[src/rtl/lse_simd_sat_stage_pkg.sv]
// Shared types and helpers for the SIMD log-space datapath (adder and saturation stage).
package lse_simd_pkg;

    localparam int LSE_WIDTH = 24;
    localparam int MAX_LANES = 4;

    typedef enum logic [1:0] {
        MODE_1X24 = 2'b00,
        MODE_2X12 = 2'b01,
        MODE_4X6  = 2'b10
    } simd_mode_e;

    typedef enum logic [1:0] {
        SKID_EMPTY = 2'b00,
        SKID_ONE   = 2'b01,
        SKID_FULL  = 2'b10
    } skid_state_e;

    // Carry bits that belong to a live lane; the illegal mode has no live lanes.
    function automatic logic [MAX_LANES-1:0] active_carry(input logic [1:0] mode,
                                                          input logic [MAX_LANES-1:0] carry);
        case (mode)
            MODE_1X24: active_carry = {3'b000, carry[0]};
            MODE_2X12: active_carry = {2'b00, carry[1:0]};
            MODE_4X6:  active_carry = carry;
            default:   active_carry = 4'b0000;
        endcase
    endfunction

    function automatic logic [LSE_WIDTH-1:0] lane_sat_mask(input logic [1:0] mode,
                                                           input logic [MAX_LANES-1:0] carry);
        case (mode)
            MODE_1X24: lane_sat_mask = {24{carry[0]}};
            MODE_2X12: lane_sat_mask = {{12{carry[1]}}, {12{carry[0]}}};
            MODE_4X6:  lane_sat_mask = {{6{carry[3]}}, {6{carry[2]}}, {6{carry[1]}}, {6{carry[0]}}};
            default:   lane_sat_mask = 24'h000000;
        endcase
    endfunction

    function automatic logic [2:0] popcount4(input logic [MAX_LANES-1:0] v);
        popcount4 = {2'b00, v[0]} + {2'b00, v[1]} + {2'b00, v[2]} + {2'b00, v[3]};
    endfunction

endpackage

[src/rtl/lse_simd_sat_stage_if.sv]
// Upstream/downstream valid-ready bus of the saturation stage.
interface lse_simd_sat_stage_if;
    import lse_simd_pkg::*;

    logic                 i_valid;
    logic                 o_ready;
    logic [LSE_WIDTH-1:0] i_result;
    logic [MAX_LANES-1:0] i_lane_carry;
    logic [1:0]           i_simd_mode;
    logic                 o_valid;
    logic                 i_ready;
    logic [LSE_WIDTH-1:0] o_data;
    logic [MAX_LANES-1:0] o_sat_mask;

    modport master (
        output i_valid, i_result, i_lane_carry, i_simd_mode, i_ready,
        input  o_ready, o_valid, o_data, o_sat_mask
    );

    modport slave (
        input  i_valid, i_result, i_lane_carry, i_simd_mode, i_ready,
        output o_ready, o_valid, o_data, o_sat_mask
    );
endinterface

[src/rtl/lse_simd_sat_stage_skid_buffer.sv]
// Two-entry skid buffer: full throughput with a registered upstream ready.
module lse_skid_buffer
    import lse_simd_pkg::*;
#(
    parameter int W = 28
) (
    input  logic         clk,
    input  logic         rst,
    input  logic         in_valid,
    output logic         in_ready,
    input  logic [W-1:0] in_data,
    output logic         out_valid,
    input  logic         out_ready,
    output logic [W-1:0] out_data
);

    skid_state_e  state_r, state_next_s;
    logic         ready_r, valid_r;
    logic [W-1:0] out_r, skid_r;
    logic         accept_s, xfer_s, load_out_s, load_skid_s, pop_skid_s;

    assign accept_s  = in_valid & ready_r;
    assign xfer_s    = valid_r & out_ready;
    assign in_ready  = ready_r;
    assign out_valid = valid_r;
    assign out_data  = out_r;

    // Next-state and register-load selection for the EMPTY/ONE/FULL handshake.
    always_comb begin
        state_next_s = state_r;
        load_out_s   = 1'b0;
        load_skid_s  = 1'b0;
        pop_skid_s   = 1'b0;
        case (state_r)
            SKID_EMPTY: begin
                if (accept_s) begin
                    state_next_s = SKID_ONE;
                    load_out_s   = 1'b1;
                end else begin
                    state_next_s = SKID_EMPTY;
                end
            end
            SKID_ONE: begin
                if (accept_s && xfer_s) begin
                    state_next_s = SKID_ONE;
                    load_out_s   = 1'b1;
                end else if (accept_s) begin
                    state_next_s = SKID_FULL;
                    load_skid_s  = 1'b1;
                end else if (xfer_s) begin
                    state_next_s = SKID_EMPTY;
                end else begin
                    state_next_s = SKID_ONE;
                end
            end
            SKID_FULL: begin
                if (xfer_s) begin
                    state_next_s = SKID_ONE;
                    pop_skid_s   = 1'b1;
                end else begin
                    state_next_s = SKID_FULL;
                end
            end
            default: begin
                state_next_s = SKID_EMPTY;
            end
        endcase
    end

    // State, handshake flags and payload registers; ready/valid follow the next state.
    always_ff @(posedge clk) begin
        if (rst) begin
            state_r <= SKID_EMPTY;
            ready_r <= 1'b0;
            valid_r <= 1'b0;
            out_r   <= {W{1'b0}};
            skid_r  <= {W{1'b0}};
        end else begin
            state_r <= state_next_s;
            ready_r <= (state_next_s != SKID_FULL);
            valid_r <= (state_next_s != SKID_EMPTY);
            if (load_out_s) begin
                out_r <= in_data;
            end else if (pop_skid_s) begin
                out_r <= skid_r;
            end
            if (load_skid_s) begin
                skid_r <= in_data;
            end
        end
    end

endmodule

[src/rtl/lse_simd_sat_stage.sv]
// Clamps overflowed log-space lanes to all ones, buffers the result and keeps saturation statistics.
module lse_simd_sat_stage
    import lse_simd_pkg::*;
#(
    parameter int CNT_W = 16
) (
    input  logic                   i_clk,
    input  logic                   i_rst,
    input  logic                   i_clear_stats,
    lse_simd_sat_stage_if.slave    bus,
    output logic [CNT_W-1:0]       o_sat_count,
    output logic [MAX_LANES-1:0]   o_sticky_ovf,
    output logic                   o_mode_err
);

    localparam int PAY_W = LSE_WIDTH + MAX_LANES;

    logic [MAX_LANES-1:0] act_mask_s;
    logic [LSE_WIDTH-1:0] sat_data_s;
    logic [PAY_W-1:0]     in_payload_s, out_payload_s;
    logic                 accept_s, mode_illegal_s;
    logic [2:0]           pop_s;
    logic [CNT_W:0]       cnt_sum_s;

    assign act_mask_s     = active_carry(bus.i_simd_mode, bus.i_lane_carry);
    assign sat_data_s     = bus.i_result | lane_sat_mask(bus.i_simd_mode, bus.i_lane_carry);
    assign in_payload_s   = {act_mask_s, sat_data_s};
    assign mode_illegal_s = (bus.i_simd_mode == 2'b11);
    assign accept_s       = bus.i_valid & bus.o_ready;
    assign pop_s          = popcount4(act_mask_s);
    assign cnt_sum_s      = {1'b0, o_sat_count} + {{(CNT_W-2){1'b0}}, pop_s};

    lse_skid_buffer #(.W(PAY_W)) u_skid (
        .clk       (i_clk),
        .rst       (i_rst),
        .in_valid  (bus.i_valid),
        .in_ready  (bus.o_ready),
        .in_data   (in_payload_s),
        .out_valid (bus.o_valid),
        .out_ready (bus.i_ready),
        .out_data  (out_payload_s)
    );

    assign bus.o_data     = out_payload_s[LSE_WIDTH-1:0];
    assign bus.o_sat_mask = out_payload_s[PAY_W-1:LSE_WIDTH];

    // Statistics: clear wins over a same-cycle accept; the counter sticks at its maximum.
    always_ff @(posedge i_clk) begin
        if (i_rst || i_clear_stats) begin
            o_sat_count  <= {CNT_W{1'b0}};
            o_sticky_ovf <= {MAX_LANES{1'b0}};
            o_mode_err   <= 1'b0;
        end else if (accept_s) begin
            o_sat_count  <= cnt_sum_s[CNT_W] ? {CNT_W{1'b1}} : cnt_sum_s[CNT_W-1:0];
            o_sticky_ovf <= o_sticky_ovf | act_mask_s;
            o_mode_err   <= o_mode_err | mode_illegal_s;
        end
    end

endmodule

[src/flat_wrapper.sv]
// flat-port wrapper written by rule: the top's interface ports become plain ports
module lse_simd_sat_stage_flat import lse_simd_pkg::*;
#(
    parameter int CNT_W = 16
)
  (i_clk, i_rst, i_clear_stats, o_sat_count, o_sticky_ovf, o_mode_err, bus_i_valid, bus_i_result, bus_i_lane_carry, bus_i_simd_mode, bus_i_ready, bus_o_ready, bus_o_valid, bus_o_data, bus_o_sat_mask);
  lse_simd_sat_stage_if bus_i ();
  input  logic i_clk;
  input  logic i_rst;
  input  logic i_clear_stats;
  output logic [CNT_W-1:0] o_sat_count;
  output logic [MAX_LANES-1:0] o_sticky_ovf;
  output logic o_mode_err;
  input wire logic [$bits(bus_i.i_valid)-1:0] bus_i_valid;
  input wire logic [$bits(bus_i.i_result)-1:0] bus_i_result;
  input wire logic [$bits(bus_i.i_lane_carry)-1:0] bus_i_lane_carry;
  input wire logic [$bits(bus_i.i_simd_mode)-1:0] bus_i_simd_mode;
  input wire logic [$bits(bus_i.i_ready)-1:0] bus_i_ready;
  output wire logic [$bits(bus_i.o_ready)-1:0] bus_o_ready;
  output wire logic [$bits(bus_i.o_valid)-1:0] bus_o_valid;
  output wire logic [$bits(bus_i.o_data)-1:0] bus_o_data;
  output wire logic [$bits(bus_i.o_sat_mask)-1:0] bus_o_sat_mask;
  assign bus_i.i_valid = bus_i_valid;
  assign bus_i.i_result = bus_i_result;
  assign bus_i.i_lane_carry = bus_i_lane_carry;
  assign bus_i.i_simd_mode = bus_i_simd_mode;
  assign bus_i.i_ready = bus_i_ready;
  assign bus_o_ready = bus_i.o_ready;
  assign bus_o_valid = bus_i.o_valid;
  assign bus_o_data = bus_i.o_data;
  assign bus_o_sat_mask = bus_i.o_sat_mask;
  lse_simd_sat_stage #(.CNT_W(CNT_W)) u_core (.i_clk(i_clk), .i_rst(i_rst), .i_clear_stats(i_clear_stats), .bus(bus_i), .o_sat_count(o_sat_count), .o_sticky_ovf(o_sticky_ovf), .o_mode_err(o_mode_err));
endmodule
[config.mk]
export PLATFORM = sky130hd
export DESIGN_NAME = lse_simd_sat_stage_flat
export DESIGN_NICKNAME = d
export VERILOG_FILES = /design/src/rtl/lse_simd_sat_stage_pkg.sv /design/src/rtl/lse_simd_sat_stage_if.sv /design/src/rtl/lse_simd_sat_stage_skid_buffer.sv /design/src/rtl/lse_simd_sat_stage.sv /design/src/flat_wrapper.sv
export SDC_FILE = /design/constraint.sdc
export NUM_CORES = 1
export LEC_CHECK = 0
export CORE_AREA = 5 5 103 105
export DETAILED_ROUTE_END_ITERATION = 10
export DIE_AREA = 0 0 108 110
export GPL_TIMING_DRIVEN = 0
export MAX_ROUTING_LAYER = met4
export PLACE_DENSITY = 0.74
export SLEW_MARGIN = 20
export SYNTH_ARGS = -nofsm -noshare
export SYNTH_HDL_FRONTEND = slang
export SYNTH_HIERARCHICAL = 1
export SYNTH_SLANG_ARGS = --single-unit
export TNS_END_PERCENT = 100
[constraint.sdc]
create_clock -name i_clk -period 4.2 [get_ports i_clk]
set_input_delay 0.63 -clock i_clk [delete_from_list [all_inputs] [get_ports i_clk]]
set_output_delay 0.63 -clock i_clk [all_outputs]
set_load 0.02 [all_outputs]
==> impl_metrics.csv, run 1 <==
group,metric,value,unit
critical_path,critical_path.startpoint_type,"input port",
critical_path,critical_path.cell_chain,"clkdlybuf4s50_1 -> nor2b_1 -> and2_1 -> fa_1 -> inv_1 -> fa_1 -> inv_1 -> fa_1 -> nand4_1 -> nor2_1 -> or4_2 -> o211a_1",
placed_design,post-dp-hpwl,7.23,mm
min_path,worst_hold_check_path_type,"register to register",
detailed_routing,route.top_layer_used,"met4",
global_routing,largest_net_degree_at_the_start_of_global_routing,15,
timing,highest_attainable_clock_frequency,259,MHz
cells_and_area,flow.area_growth_from_synthesis,32.9,%
global_routing,grt.total_usage,17.9,%
timing,worst_setup_skew_after_layout,0.00907,ns
outcome,outcome,"finished, final reports clean",
clocking,cts-root-buf,"clkbuf_8",
floorplanning,chipHeight,110,um
power,power_leakage,2.00,nW
floorplanning,row_count,36,
power,ir_worst_vdd,154,uV
timing,max-slew-margin-rel,50.1,%
cells_and_area,finalNetCount,566,
cells_and_area,top_library_cells_by_usage_in_the_layout_fill_and_taps_aside,"85 x clkdlybuf4s50_1, 81 x dfxtp_1, 71 x nand2_1",
timing,finalWorstSetupSlack,0.334,ns
floorplanning,fp.dieArea,0.0119,mm2
detailed_routing,met1_length,4.48,mm
critical_path,crit_slowest_cell,"or4_2",
cells_and_area,layout.cell_area.non_filler,0.00500,mm2
clocking,clock_tree.buffer_depth,2,
critical_path,cp_slowest_stage_delay,0.62,ns
critical_path,family_of_cells_with_the_greatest_summed_delay_on_the_critical_path,"simple AND/OR/NAND/NOR gates",
detailed_routing,drt-initial-drc-count,152,
placed_design,routabilityCongestion,0.871,
clocking,numCtsBuffers,9,
detailed_routing,number_of_nets_with_antenna_violations_after_routing,0,
placed_design,place_ws,-0.271,ns
clocking,cts_hold_repair.buffers,0,
floorplanning,area_of_the_core_region,0.00955,mm2
logic_synthesis,synth-async-reset-ratio,0,%
critical_path,critPathMaxFanout,7,
timing,hold_violations,0,
power,total_power,1.68,mW
logic_synthesis,synth.cell_area,0.00376,mm2
logic_synthesis,synth_fp_nets,470,
clocking,post_cts.repair.setup_buffers,0,
timing,rsz0062_at_grt,"no",
global_routing,grt_pass1_wl,16.5,mm
detailed_routing,finalWirelength,10.0,mm
timing,setup_viol_count_final,0,
detailed_routing,via_per_inst,5.16,
flow_run,drv.max_cap_violation_count,0,
logic_synthesis,synth_seq_cells,81,
floorplanning,floorplan.die.width,108,um
detailed_routing,met3_wirelength,543,um
clocking,clk_pin_slew,0.09,ns
cells_and_area,fin_util,52.3,%
timing,final.min_clock_period,3.87,ns
placed_design,dpl-instance-area,0.00478,mm2
cells_and_area,layout_commonest_cell,"clkdlybuf4s50_1",
logic_synthesis,synthCells,429,
critical_path,worst-endpoint-required,4.45,ns
logic_synthesis,seq_area_frac_synth,43.1,%
clocking,cts_tree,"built",
logic_synthesis,synth.area.top_cells,"dfxtp_1 43%, mux2i_1 8.0%, nand2_1 7.1%, a221oi_1 6.3%, a21oi_1 5.7%",
critical_path,worst-endpoint-arrival,4.11,ns
critical_path,crit_top_cell,"fa_1",
detailed_routing,vias,3423,
logic_synthesis,yosysTopAreaCell,"dfxtp_1",
clocking,worstSkewPairLatency,0.34,ns
global_routing,gr-total-overflow,0,
detailed_routing,drt_drc_violations_left,0,
cells_and_area,insertedDiodeCount,0,
logic_synthesis,netlist.area_leader.share,43.1,%
detailed_routing,avgRoutedWirePerCell,15.1,um
timing,fin_setup_tns,0,ns
logic_synthesis,synth_edf_count,0,
placed_design,buffer_ports.inserted,85,
detailed_routing,route.met2.wl,4.78,mm
power,power.density_cell_area,337,mW/mm2
clocking,htree_num_levels,3,
global_routing,grt_antenna_before_repair,0,
critical_path,cp-end-kind,"register",
cells_and_area,layout-drive-gt1-share,11.1,%
floorplanning,number_of_placed_i_o_pins,86,
global_routing,grt_pass1_vias,3469,
logic_synthesis,ys_warn_count,6,
critical_path,worst-setup-path-type,"input port to register",
floorplanning,initial_core_utilization,39.4,%
logic_synthesis,yosysUniqueCellTypes,49,
timing,period_share,92.1,%
critical_path,critical_path_buf_inv_count,3,
clocking,tritoncts_num_sinks,81,
timing,worst_slew_pin_slew,0.746,ns
timing,report.final.slew_viol_count,0,
logic_synthesis,synthesis.area_per_instance,8.77,um2
detailed_routing,drt_pass1_iterations,5,
logic_synthesis,ys_dominant_reg_cell,"dfxtp_1",
state kept, by name, summed over array words and instances (netlist names):
name and flops:
u_core/o_sat_count 16, u_core/u_skid/state_r 2, u_core/u_skid/out_data 28, u_core/u_skid/out_valid 1, u_core/o_mode_err 1, u_core/u_skid/skid_r 28
u_core/o_sticky_ovf 4, u_core/u_skid/in_ready 1
final timing paths:
kind,start,endpoint,slack [ns],depth (start not counted)
worst max-delay path,bus_i_simd_mode[1],u_core/o_sat_count[15],0.33,12
worst max register to register,u_core/o_sat_count[0],u_core/o_sat_count[15],1.37,9
worst min register to register,u_core/u_skid/skid_r[3],u_core/u_skid/skid_r[3],0.46,2
worst min-delay path,u_core/u_skid/skid_r[3],u_core/u_skid/skid_r[3],0.46,2
area by class of cell:
| cell class | count | area [um2] |
|---|---|---|
| Fill cell | 921 | 4550 |
| Multi-Input combinational cell | 310 | 1940 |
| Sequential cell | 81 | 1620 |
| Timing Repair Buffer | 85 | 851 |
| Buffer | 30 | 173 |
| Tap cell | 133 | 166 |
| Clock buffer | 11 | 151 |
| Clock inverter | 5 | 63.8 |
| Inverter | 8 | 30.0 |
report_power, final:
part           total (mW)  internal, mW  switching [mW]
registers           0.819         0.800          0.0191
clock network       0.598         0.310           0.288
logic               0.266         0.129           0.137
total                1.68          1.24           0.444
repair_timing:
action                                 in CTS  in global routing
endpoints found under the hold margin       0                  0
gates resized for setup                     0                  1
setup endpoints to repair                   0                  1
worst min-delay path: stages, from the launching register on:
cell     delay, ns
dfxtp_1       0.31
nand2_1       0.05
a21oi_1       0.05
layer usage:
metal | global-route usage (%) | vias to the layer above
li1 | - | 1708
met1 | 22.2 | 1610
met2 | 28.3 | 87
met3 | 4.72 | 18
met4 | 6.58 | 0
met5 | - | -
cells in the mapped netlist (2+ instances only):
library cell and instances:
dfxtp_1 81, nand2_1 71, a21oi_1 43, nor2_1 37, mux2i_1 30, a221oi_1 27, or2_2 19, clkbuf_1 16
inv_1 8, a31oi_1 7, buf_2 7, nand2b_1 7, o21ai_0 7, xor2_1 7, nand3_1 4, o2111ai_1 4
a21o_1 3, and2_1 3, fa_1 3, ha_1 3, nand4_1 3, nor3_1 3, and3_1 2, buf_1 2
buf_12 2, buf_6 2, nand3b_1 2, nor2b_1 2, nor4_1 2, o211ai_1 2, or3_2 2
metrics by stage:
stage          hold WS [ns]  cells
2_1_floorplan         0.436    429
3_3_place_gp          0.441    647
3_5_place_dp          0.448    647
4_1_cts               0.459    663
5_1_grt               0.479    663
6_report              0.458    663
kinds of logic after synthesis:
| logic type | count (synthesis) | share of synthesized area (%) |
|---|---|---|
| multiplexers | 31 | 8.28 |
| adder cells (fa/ha/maj) | 6 | 2.59 |
| AND/OR/NAND/NOR | 167 | 21.4 |
| AO/OA/AOI/OAI | 98 | 17.4 |
| flip-flops | 81 | 43.1 |
| XOR/XNOR | 8 | 1.86 |
| buffers and inverters | 38 | 5.39 |
Note: power is estimated with default switching activity, not from simulation.
==> inputs of run 2 (changes only) <==
--- a/config.mk
+++ b/config.mk
@@ -5,6 +5,7 @@
 export SDC_FILE = /design/constraint.sdc
 export NUM_CORES = 1
 export LEC_CHECK = 0
+export CAP_MARGIN = 20
 export CORE_AREA = 5 5 103 105
 export DETAILED_ROUTE_END_ITERATION = 10
 export DIE_AREA = 0 0 108 110
==> results of run 2 <==
Same layout as run 1: the final DEF is identical, and so are final timing and power.
